[src/rtl/wb_regfile_unit.sv]
// Write-back stage with integrated register file: selects destination/source per writeback
// type, extracts sub-word loads, stalls on late load data, and serves bypassed read ports.
module wb_regfile_unit #(
    parameter int unsigned DATA_W = 32,
    parameter int unsigned NREG   = 32,
    parameter int unsigned ADDR_W = 5,
    parameter int unsigned NREAD  = 2
) (
    input  logic                      clk,
    input  logic                      rst_n,
    input  logic                      wb_valid,
    output logic                      wb_ready,
    input  logic [2:0]                wb_type,
    input  logic [31:0]               wb_ir,
    input  logic [DATA_W-1:0]         alu_result,
    input  logic [DATA_W-1:0]         link_addr,
    input  logic [1:0]                ld_size,
    input  logic                      ld_signed,
    input  logic [1:0]                ld_offset,
    input  logic [DATA_W-1:0]         load_data,
    input  logic                      load_valid,
    input  logic [NREAD*ADDR_W-1:0]   rd_addr,
    output logic [NREAD*DATA_W-1:0]   rd_data,
    output logic                      fwd_en,
    output logic [ADDR_W-1:0]         fwd_addr,
    output logic [DATA_W-1:0]         fwd_data
);

    localparam int unsigned IDX_W   = (NREG > 1) ? $clog2(NREG) : 1;
    localparam int unsigned FIELD_W = 5;
    localparam logic [2:0] WB_RR    = 3'd1;
    localparam logic [2:0] WB_RM    = 3'd2;
    localparam logic [2:0] WB_LOAD  = 3'd3;
    localparam logic [2:0] WB_LINK  = 3'd4;

    typedef enum logic {
        RUN       = 1'b0,
        WAIT_LOAD = 1'b1
    } state_t;

    state_t               state;
    logic [DATA_W-1:0]    regs [NREG];
    logic [FIELD_W-1:0]   pend_dst;
    logic [1:0]           pend_size;
    logic [1:0]           pend_off;
    logic                 pend_sgn;

    logic [FIELD_W-1:0]   sel_dst;
    logic [DATA_W-1:0]    sel_data;
    logic                 do_write;
    logic                 start_wait;
    logic                 dst_ok;

    // Only the rt/rd fields of the instruction word matter here.
    logic unused_ir;
    assign unused_ir = ^{wb_ir[31:21], wb_ir[10:0]};

    // Little-endian lane select followed by sign/zero extension.
    function automatic logic [DATA_W-1:0] extract(
        input logic [DATA_W-1:0] d,
        input logic [1:0]        size,
        input logic              sgn,
        input logic [1:0]        off
    );
        logic [DATA_W-1:0] lane_b;
        logic [DATA_W-1:0] lane_h;
        lane_b = d >> {off, 3'b000};
        lane_h = d >> {off[1], 4'b0000};
        case (size)
            2'd0:    return sgn ? DATA_W'($signed(lane_b[7:0]))  : DATA_W'(lane_b[7:0]);
            2'd1:    return sgn ? DATA_W'($signed(lane_h[15:0])) : DATA_W'(lane_h[15:0]);
            default: return d;
        endcase
    endfunction

    // Decode the write committing at the next edge.
    always_comb begin
        sel_dst    = '0;
        sel_data   = '0;
        do_write   = 1'b0;
        start_wait = 1'b0;
        if (state == WAIT_LOAD) begin
            if (load_valid) begin
                do_write = 1'b1;
                sel_dst  = pend_dst;
                sel_data = extract(load_data, pend_size, pend_sgn, pend_off);
            end
        end else if (wb_valid) begin
            case (wb_type)
                WB_RR: begin
                    do_write = 1'b1;
                    sel_dst  = wb_ir[15:11];
                    sel_data = alu_result;
                end
                WB_RM: begin
                    do_write = 1'b1;
                    sel_dst  = wb_ir[20:16];
                    sel_data = alu_result;
                end
                WB_LOAD: begin
                    sel_dst = wb_ir[20:16];
                    if (load_valid) begin
                        do_write = 1'b1;
                        sel_data = extract(load_data, ld_size, ld_signed, ld_offset);
                    end else begin
                        start_wait = 1'b1;
                    end
                end
                WB_LINK: begin
                    do_write = 1'b1;
                    sel_dst  = FIELD_W'(31);
                    sel_data = link_addr;
                end
                default: ;
            endcase
        end
    end

    assign dst_ok   = (sel_dst != '0) && (32'(sel_dst) < NREG);
    assign fwd_en   = rst_n && do_write && dst_ok;
    assign fwd_addr = fwd_en ? ADDR_W'(sel_dst) : '0;
    assign fwd_data = fwd_en ? sel_data : '0;
    assign wb_ready = !rst_n || (state == RUN);

    // State, pending-load latches and register array.
    always_ff @(posedge clk) begin
        if (!rst_n) begin
            state     <= RUN;
            pend_dst  <= '0;
            pend_size <= '0;
            pend_off  <= '0;
            pend_sgn  <= 1'b0;
            for (int i = 0; i < int'(NREG); i++) begin
                regs[i] <= '0;
            end
        end else begin
            if (fwd_en) begin
                regs[IDX_W'(fwd_addr)] <= fwd_data;
            end
            if (state == RUN) begin
                if (start_wait) begin
                    state     <= WAIT_LOAD;
                    pend_dst  <= wb_ir[20:16];
                    pend_size <= ld_size;
                    pend_off  <= ld_offset;
                    pend_sgn  <= ld_signed;
                end
            end else if (load_valid) begin
                state <= RUN;
            end
        end
    end

    // Read ports with write-through bypass of the in-flight write.
    for (genvar p = 0; p < int'(NREAD); p++) begin : g_rd
        logic [ADDR_W-1:0] ra;
        logic [DATA_W-1:0] rv;
        assign ra = rd_addr[p*ADDR_W +: ADDR_W];
        always_comb begin
            rv = '0;
            if (fwd_en && (ra == fwd_addr)) begin
                rv = fwd_data;
            end else if ((ra != '0) && (32'(ra) < NREG)) begin
                rv = regs[IDX_W'(ra)];
            end
        end
        assign rd_data[p*DATA_W +: DATA_W] = rv;
    end

endmodule
[config.mk]
export PLATFORM = sky130hd
export DESIGN_NAME = wb_regfile_unit
export DESIGN_NICKNAME = d
export VERILOG_FILES = /design/src/rtl/wb_regfile_unit.sv
export SDC_FILE = /design/constraint.sdc
export NUM_CORES = 2
export LEC_CHECK = 0
export CAP_MARGIN = 20
export CORE_MARGIN = 2
export CORE_UTILIZATION = 30
export DETAILED_ROUTE_END_ITERATION = 10
export PLACE_DENSITY = 0.48
export SYNTH_ARGS = -nofsm -noshare
export SYNTH_HDL_FRONTEND = slang
export SYNTH_SLANG_ARGS = --single-unit
[constraint.sdc]
create_clock -name clk -period 5.6 [get_ports clk]
set_input_delay 1.12 -clock clk [delete_from_list [all_inputs] [get_ports clk]]
set_output_delay 1.12 -clock clk [all_outputs]
set_load 0.01 [all_outputs]
==> results_dict.tcl <==
set metrics [dict create \
    gp_congestion 0.851 \
    intPower_mw 14.2 \
    outcome "complete, no violations" \
    worstRegToRegCells 9 \
    die-area_um2 191000 \
    hold-path-cell-count 2 \
    filler_cell_count 17600 \
    postRouteAntennaNets 0 \
    use_met1_pct 28.9 \
    finalCoreUtilization_pct 36.5 \
    yosys_warnings 0 \
    post_synth_num_cell_types 61 \
    floorplan.rows 158 \
    cells_traversed_along_the_worst_timing_path "clkdlybuf4s50_1, nor2b_1, o311ai_1, a21oi_2, o311ai_4, buf_4, inv_2, nand2b_1, buf_4, inv_1, clkdlybuf4s50_1" \
    grt_pass1_wl_um 307000 \
    nets 4312 \
    count_of_flip_flops_with_a_built_in_enable_after_synthesis 1024 \
    synth_cells 3891 \
    drc_errors 0 \
    final_max_slew_viol_count 0 \
    clock_slew_at_reported_path_ffs_ns 0.06 \
    r2r_start "pend_size[0]" \
    rsz_0062_raised_after_global_routing "yes" \
    drive_above_1_share_pct 31.5 \
    port_buffers 230 \
    busiest_layer "met2" \
    areaGrowthSynthToFinish_pct 20.5 \
    worstReg2RegEnd "regs[11][6]" \
    drt_first_pass_iters 6 \
    first_iter_violations 4464 \
    average_size_of_a_mapped_cell_um2 14.5 \
    grt_antenna_before_repair 5 \
    setup_violations 0 \
    critPathKind "in2out" \
    hp-start "pend_off[0]" \
    place.detailed.hpwl_um 140000 \
    critical_path_buf_inv_count 6 \
    worst-path-max-fanout 10 \
    hold_path.class "reg2reg" \
    clock_latency_ns 0.75 \
    boundaryPins 253 \
    fin_tns_setup_ns 0 \
    final_worst_clock_skew_ns 0.0268 \
    slowest_stage "sky130_fd_sc_hd__clkdlybuf4s50_1" \
    slew_headroom_pct 33.7 \
    routed_wirelength_um 222000 \
    report.power.total_mw 19.0 \
    power_frac_clock_pct 37.5 \
    worst_pin_slew_ns 0.994 \
    grt_util_met2_pct 39.5 \
    hold_viol 0 \
    max-vdd-ir-drop_mv 0.225 \
    vias_per_cell 5.63 \
    hold-path-endpoint "pend_off[0]" \
    drv_cap 0 \
    required_ns 4.48 \
    die_h_um 437 \
    die-width_um 437 \
    powerDensity_nw_per_um2 280 \
    share_of_async_settable_or_async_resettable_flops_after_synthesis_pct 0 \
    post-route-period-util_pct 99.8 \
    clock_tree.htree_level_count 3 \
    timing.critical_path.slowest_cell_delay_ns 0.55 \
    met3_resource_use_gr_pct 3.23 \
    syn-cell-area_um2 56300 \
    grt_util_all_layers_pct 22.9 \
    power.combinational.fraction_pct 15.1 \
    cp.depth 11 \
    numClockSinks 1035 \
    core_area_um2 186000 \
    initial_core_util_pct 30.3 \
    power.share.sequential_pct 47.3 \
    cts_root_buffer "sky130_fd_sc_hd__clkbuf_16" \
    cts.path.max_buffers 3 \
    sw_ratio_pct 25.5 \
    max_freq_mhz 179 \
    end_kind "output pin" \
    ys_ff_latch 1035 \
    synth-main-ff-cell "sky130_fd_sc_hd__edfxtp_1" \
    ff2ff_setup_slack_ns 2.26 \
    final.hold.worst_slack_ns 0.557 \
    p_leak_nw 22.0 \
    cts-buffers-inserted 108 \
    detailroute.via_count 37900 \
    crit_family "buffers and inverters" \
    avgRoutedWirePerCell_um 32.9 \
    first_global_vias 38700 \
    seq_total_area_yosys_pct 55.1 \
    grt_max_degree 50 \
    crit_start_category "primary input" \
    grt_overflow_total 0 \
    power.net_switching_mw 4.85 \
    tritoncts "yes" \
    minimum_clock_period_after_layout_ns 5.59 \
    timing.critical_path.arrival_ns 4.47 \
]
## state kept, by name (all words and copies together) (netlist names)
register,count
pend_dst,5
pend_off,2
pend_sgn,1
pend_size,2
regs,1024
state,1
## layer usage
layer / up-vias / wire [um]
met5: - / 16
met4: 2 / 8760
met3: 344 / 16000
met2: 1851 / 112000
met1: 20200 / 85200
li1: 15500 / -
## power groups by stage
stage	clock network [mW]	logic, mW	registers [mW]
finish	7.14	2.87	9.00
global route	7.49	2.97	9.03
CTS	7.23	2.88	8.99
detailed placement	0	2.86	9.16
global placement	0	2.86	9.13
floorplan	0	1.55	9.10
## area by class of cell
| cell class | count | area (um^2) | area share, % |
|---|---|---|---|
| timing repair buffer | 564 | 6100 | 9.00 |
| sequential | 1035 | 31000 | 45.7 |
| clock buffer | 132 | 2840 | 4.18 |
| multi-input combinational | 2434 | 24200 | 35.6 |
| clock inverter | 68 | 553 | 0.816 |
| inverter | 19 | 72.6 | 0.107 |
| antenna | 4 | 10.0 | 0.0148 |
| tap | 2480 | 3100 | 4.58 |
## cell families after synthesis
family	share of synthesized area, %
simple gates	9.72
mux	28.8
xor+xnor	0.125
other cells	0.00667
flops	55.1
buf+inv	3.31
compound gates	3.01
## worst max path at each step
stage	from	end	slack [ns]
after detailed placement	wb_type[2]	rd_data[50]	-0.09
after global placement	wb_type[2]	rd_data[50]	-0.07
after floorplan	rd_addr[0]	rd_data[10]	0.97
after global routing	wb_type[2]	rd_data[45]	-0.1
final	wb_valid	fwd_data[6]	0.009
after CTS	wb_type[2]	rd_data[14]	0.004
## through the flow
| step | instances | setup WS (ns) | cell area (um^2) |
|---|---|---|---|
| finish | 6736 | 0.00949 | 67800 |
| floorplan | 3922 | 0.969 | 56400 |
| CTS | 6730 | 0.00450 | 67700 |
| global route | 6733 | -0.0961 | 67800 |
| global placement | 6527 | -0.0664 | 64200 |
| detailed placement | 6527 | -0.0868 | 64200 |
## placed cells by master (no fill, tap or decap), drive strengths merged, types with 3 or more instances in the layout
cell / n
a2111oi: 7
a211oi: 13
a21oi: 62
a221oi: 3
a22oi: 16
a2bb2oi: 16
a311oi: 22
a31oi: 8
and2: 7
buf: 351
bufinv: 8
clkbuf: 132
clkdlybuf4s50: 201
clkinv: 57
clkinvlp: 3
conb: 32
dfxtp: 11
diode: 4
dlymetal6s2s: 12
edfxtp: 1024
inv: 19
mux2: 66
mux2i: 83
mux4: 649
nand2: 184
nand2b: 29
nand3: 44
nor2: 1051
nor2b: 28
nor3: 18
nor4bb: 5
o21a: 17
o21ai: 9
o21bai: 4
o221a: 7
o221ai: 16
o22ai: 9
o32ai: 3
xor2: 6
## cell usage after synthesis, types with 29 or more instances
master | count | area share, %
sky130_fd_sc_hd__nand2_1 | 184 | 1.2
sky130_fd_sc_hd__clkbuf_1 | 290 | 1.9
sky130_fd_sc_hd__a21oi_1 | 61 | 0.54
sky130_fd_sc_hd__buf_2 | 101 | 0.90
sky130_fd_sc_hd__nor2_1 | 1051 | 7.0
sky130_fd_sc_hd__nand2b_1 | 29 | 0.32
sky130_fd_sc_hd__mux2i_1 | 83 | 1.5
sky130_fd_sc_hd__mux4_2 | 649 | 26
sky130_fd_sc_hd__mux2_2 | 66 | 1.3
sky130_fd_sc_hd__nand3_1 | 44 | 0.39
sky130_fd_sc_hd__edfxtp_1 | 1024 | 55
sky130_fd_sc_hd__buf_1 | 37 | 0.25
## worst register-to-register path: stages (launching register included)
cell and delay [ns]:
sky130_fd_sc_hd__dfxtp_1 0.49, sky130_fd_sc_hd__nor2b_1 0.69, sky130_fd_sc_hd__nor2_1 0.08, sky130_fd_sc_hd__nor2_1 0.48, sky130_fd_sc_hd__o221ai_1 0.28, sky130_fd_sc_hd__o21a_1 0.27
sky130_fd_sc_hd__nand2b_1 0.35, sky130_fd_sc_hd__buf_4 0.25, sky130_fd_sc_hd__buf_4 0.18, sky130_fd_sc_hd__nor2_1 0.12
## repair_timing
| action | CTS | global route |
|---|---|---|
| setup endpoints to repair | 39 | 68 |
| hold buffers | 0 | 0 |
| gates resized for setup | 8 | 34 |
| setup buffers | 3 | 2 |
| pin swaps | 2 | 3 |
| hold endpoints to repair | 0 | 0 |
No activity file was read; power rests on OpenSTA's default activity.
